**config.mk**
```make
export PLATFORM = sky130hd
export DESIGN_NAME = dp_memory
export DESIGN_NICKNAME = d
export VERILOG_FILES = /design/src/rtl/dp_memory.sv
export SDC_FILE = /design/constraint.sdc
export NUM_CORES = 1
export LEC_CHECK = 0
export CORE_AREA = 2 2 247 249
export DETAILED_ROUTE_END_ITERATION = 6
export DIE_AREA = 0 0 249 251
export GPL_ROUTABILITY_DRIVEN = 0
export SLEW_MARGIN = 20
export SYNTH_ARGS = -nofsm -noshare
export SYNTH_HDL_FRONTEND = slang
export SYNTH_SLANG_ARGS = --single-unit
```
**constraint.sdc**
```tcl
create_clock -name clk -period 3.6 [get_ports clk]
set_clock_uncertainty 0.15 [all_clocks]
set_input_delay 0.72 -clock clk [delete_from_list [all_inputs] [get_ports clk]]
set_output_delay 0.72 -clock clk [all_outputs]
set_load 0.005 [all_outputs]
```
**src/rtl/dp_memory.sv**
```systemverilog
// Dual-port register-file memory: one write port, one registered read port with
// write-through forwarding on same-address collisions and synchronous clear.
module dp_memory #(
  parameter int DATA_SIZE  = 32,
  parameter int ADDR_WIDTH = 4
) (
  input  logic                  clk,
  input  logic                  rst,
  input  logic                  valid,
  input  logic                  we,
  input  logic                  re,
  input  logic [ADDR_WIDTH-1:0] r_addr,
  input  logic [DATA_SIZE-1:0]  w_data,
  input  logic [ADDR_WIDTH-1:0] w_addr,
  output logic [DATA_SIZE-1:0]  r_data,
  output logic                  ready
);

  localparam int DEPTH = 1 << ADDR_WIDTH;

  logic [DATA_SIZE-1:0] mem_r [DEPTH];
  logic                 wr_en_s;
  logic                 rd_en_s;
  logic                 fwd_s;

  // Qualify enables with valid so an unknown we/re can never reach the state.
  always_comb begin
    wr_en_s = 1'b0;
    rd_en_s = 1'b0;
    fwd_s   = 1'b0;
    if (valid) begin
      wr_en_s = we;
      rd_en_s = re;
    end else begin
      wr_en_s = 1'b0;
      rd_en_s = 1'b0;
    end
    if (wr_en_s && (w_addr == r_addr)) begin
      fwd_s = 1'b1;
    end else begin
      fwd_s = 1'b0;
    end
  end

  // Storage array: cleared as a whole on reset, one word written per cycle.
  always_ff @(posedge clk) begin
    if (rst) begin
      mem_r <= '{default: {DATA_SIZE{1'b0}}};
    end else if (wr_en_s) begin
      mem_r[w_addr] <= w_data;
    end
  end

  // Read register and its one-cycle ready strobe; data holds when no read is taken.
  always_ff @(posedge clk) begin
    if (rst) begin
      r_data <= {DATA_SIZE{1'b0}};
      ready  <= 1'b0;
    end else begin
      ready <= rd_en_s;
      if (rd_en_s) begin
        r_data <= fwd_s ? w_data : mem_r[r_addr];
      end
    end
  end

endmodule

```
==> flow_summary.json <==
{
  "outcome": "complete, no violations",
  "cts_hold_buf": 0,
  "synth_cell_types": 35,
  "critical_path.top_delay_family": "buffers and inverters",
  "worstPathRequired_ns": 2.73,
  "avgSynthCellArea_sq_um": 8.15,
  "coreArea_sq_um": 59800,
  "cts_max_level": 2,
  "drive_above_1_share": 0.126,
  "drtAntennaViolNets": 0,
  "power_switching_mw": 3.17,
  "worstSetupEndpoint": "r_data[12]",
  "dp_hpwl_um": 47200,
  "holdWs_ns": 0.302,
  "setup_viol": 0,
  "wl_per_cell_um": 21.9,
  "grt_busiest_layer": "met2",
  "ir_drop_mv": 0.380,
  "reg2reg_from": "mem_r[31]",
  "path_max_fanout": 2,
  "crit_buf_inv": 1,
  "via_count": 20900,
  "reg2reg_to": "r_data[31]",
  "final.setup.worst_slack_ns": 1.07,
  "yosysSeqAreaShare": 0.462,
  "rsz0062_at_grt": "false",
  "path_cells": "clkdlybuf4s50_1",
  "grt_max_degree": 122,
  "grt_util_met3": 0.0450,
  "grt_pass1_vias": 20200,
  "fin_crit_ns": 2.53,
  "dr.pass1.iters": 6,
  "place_ws_ns": 0.539,
  "nets": 2888,
  "wl_um": 80400,
  "cts_resized": 0,
  "row_count": 90,
  "cts_buffer_depth": 3,
  "cp-end-kind": "output pin",
  "hold_viol": 0,
  "slew_headroom": 0.334,
  "num_io_pins": 78,
  "cts-root-buf": "clkbuf_16",
  "report.final.slew_viol_count": 0,
  "syn_nets": 2946,
  "grt.overflow.total": 0,
  "rr_worst_depth": 4,
  "tritoncts": "done",
  "drv_cap": 0,
  "yosys_warnings": 0,
  "ys_seq_elements": 545,
  "synth_area_sq_um": 23600,
  "avgViaCountPerCell": 5.70,
  "area_delta_synth_final_pct": 15.0,
  "grt_use_met2": 0.402,
  "power_frac_comb": 0.069,
  "synthesis.instances": 2901,
  "finalNonFillerCells": 3669,
  "power_frac_clock": 0.470,
  "setup-tns-final_ns": 0,
  "die_y_um": 251,
  "worst_pin_slew_ns": 0.999,
  "slowest_delay_ns": 0.57,
  "fmaxAchievable_ghz": 0.395,
  "internal_power_mw": 10.2,
  "clock-sinks": 545,
  "port_buffers": 77,
  "seqPwrFrac": 0.460,
  "swShare": 0.238,
  "place_inst": 3566,
  "drt_drc_violations_left": 0,
  "crit_path_start": "r_data[12]",
  "worst_ep_arrival_time_ns": 1.66,
  "die_x_um": 249,
  "dieArea_sq_um": 62500,
  "p_per_area_nw_per_um2": 491,
  "seqCellArea_sq_um": 10900,
  "fin_crit_sh": 0.703,
  "diodes": 0,
  "critPathSlowestCell": "clkdlybuf4s50_1",
  "n_fill_cell": 5668,
  "critPathKind": "reg -> out",
  "worst-path-stages": 1,
  "hold_path.class": "reg -> reg",
  "multi_input_area_sq_um": 11500,
  "r2r_setup_slack_ns": 1.98,
  "postCtsSetupRepairBufs": 0,
  "path_clk_slew_ns": 0.06,
  "grt_pass1_wl_um": 122000,
  "first_iter_violations": 2302,
  "power_leakage_nw": 8.82,
  "grt_usage": 0.252,
  "clk_latency_ns": 0.62,
  "initial_utilization": 0.395,
  "cts_buffers": 57,
  "use_met1": 0.348,
  "antenna_found_initial": 0,
  "cp-start-kind": "flip-flop"
}
routing by layer:
layer | routed length, um | vias up
li1 | - | 9595
met1 | 34100 | 10200
met2 | 36300 | 1034
met3 | 7840 | 131
met4 | 2090 | 0
met5 | 0 | -
worst min path at each step:
stage	end	slack, ns	start	cells past startpoint
floorplan	mem_r[100]	0.28	mem_r[100]	2
global placement	mem_r[410]	0.29	mem_r[410]	2
detailed placement	mem_r[78]	0.29	mem_r[78]	2
CTS	mem_r[78]	0.30	mem_r[78]	2
global route	mem_r[420]	0.32	mem_r[420]	2
finish	mem_r[78]	0.30	mem_r[78]	2
kinds of logic (layout without fill, tap and decap cells):
logic type | after synthesis | after routing | share of synthesized area
AND/OR/NAND/NOR | 1202 | 1202 | 0.198
AO/OA/AOI/OAI | 673 | 673 | 0.155
flip-flops | 545 | 545 | 0.462
buffers and inverters | 299 | 285 | 0.0572
multiplexers | 178 | 178 | 0.127
XOR/XNOR | 4 | 4 | 0.00148
flip-flops by register name (all words and copies together) (netlist names):
name,flops
ready,1
mem_r,512
r_data,32
final cells by class:
class	instances	area share
clock buffer	76	0.0604
clock inverter	27	0.0131
inverter	1	0.000138
multi-input combinational	2057	0.423
sequential	545	0.401
tap	782	0.0360
timing repair buffer	181	0.0661
through the flow:
step	cell area, sq um	power [mW]	utilization
after floorplan	23600	6.81	-
after global placement	25200	7.17	0.421
after detailed placement	25200	7.18	0.421
after CTS	27200	13.4	0.454
after global routing	27200	13.7	0.454
final	27200	13.3	0.454
power by group through the flow:
stage,clock network [mW],logic [mW],registers [mW]
2_1_floorplan,0,0.557,6.26
3_3_place_gp,0,0.895,6.27
3_5_place_dp,0,0.907,6.27
4_1_cts,6.36,0.910,6.14
5_1_grt,6.60,0.974,6.14
6_report,6.27,0.925,6.14
synthesized netlist by cell type, drive strengths merged:
library cell | instances | area share
nand3 | 20 | 0.0042
nand4 | 1 | 0.00026
nand2 | 1098 | 0.17
inv | 1 | 0.00016
a221oi | 18 | 0.0067
o21ai | 18 | 0.0038
nor2 | 44 | 0.0070
mux2 | 18 | 0.0086
nand4b | 2 | 0.00074
o31ai | 19 | 0.0060
and4bb | 1 | 0.00053
nand2b | 2 | 0.00053
a21oi | 544 | 0.12
and3 | 1 | 0.00026
a2bb2oi | 14 | 0.0052
dfxtp | 545 | 0.46
mux2i | 64 | 0.027
mux4 | 96 | 0.091
xnor2 | 4 | 0.0015
and4 | 1 | 0.00037
o41ai | 13 | 0.0048
and4b | 2 | 0.00085
nor2b | 4 | 0.0011
nor3 | 3 | 0.0013
a31oi | 32 | 0.0085
or2 | 19 | 0.0050
o21ba | 1 | 0.00042
clkbuf | 182 | 0.029
and2 | 4 | 0.0011
a21o | 14 | 0.0044
buf | 116 | 0.028
layout by cell type (no fill, tap or decap), types with 4 or more instances in the layout:
master,synthesis,final
nand2_1,1098,1098
dfxtp_1,545,545
a21oi_1,544,544
mux4_2,96,96
buf_4,14,84
clkdlybuf4s50_1,0,71
mux2i_1,64,64
clkbuf_16,0,59
nor2_1,44,35
a31oi_1,32,32
buf_12,0,20
or2_2,19,19
o31ai_1,19,19
mux2_2,18,18
a221oi_1,18,18
o21ai_0,18,18
nand3_1,20,16
a21o_1,14,14
a2bb2oi_1,14,14
o41ai_1,13,13
clkinv_2,0,12
clkbuf_8,0,11
nor2_4,0,9
bufinv_16,0,8
clkbuf_1,181,7
nand3_2,0,4
xnor2_1,4,4
clkinvlp_4,0,4
No activity file was read; power rests on OpenSTA's default activity.
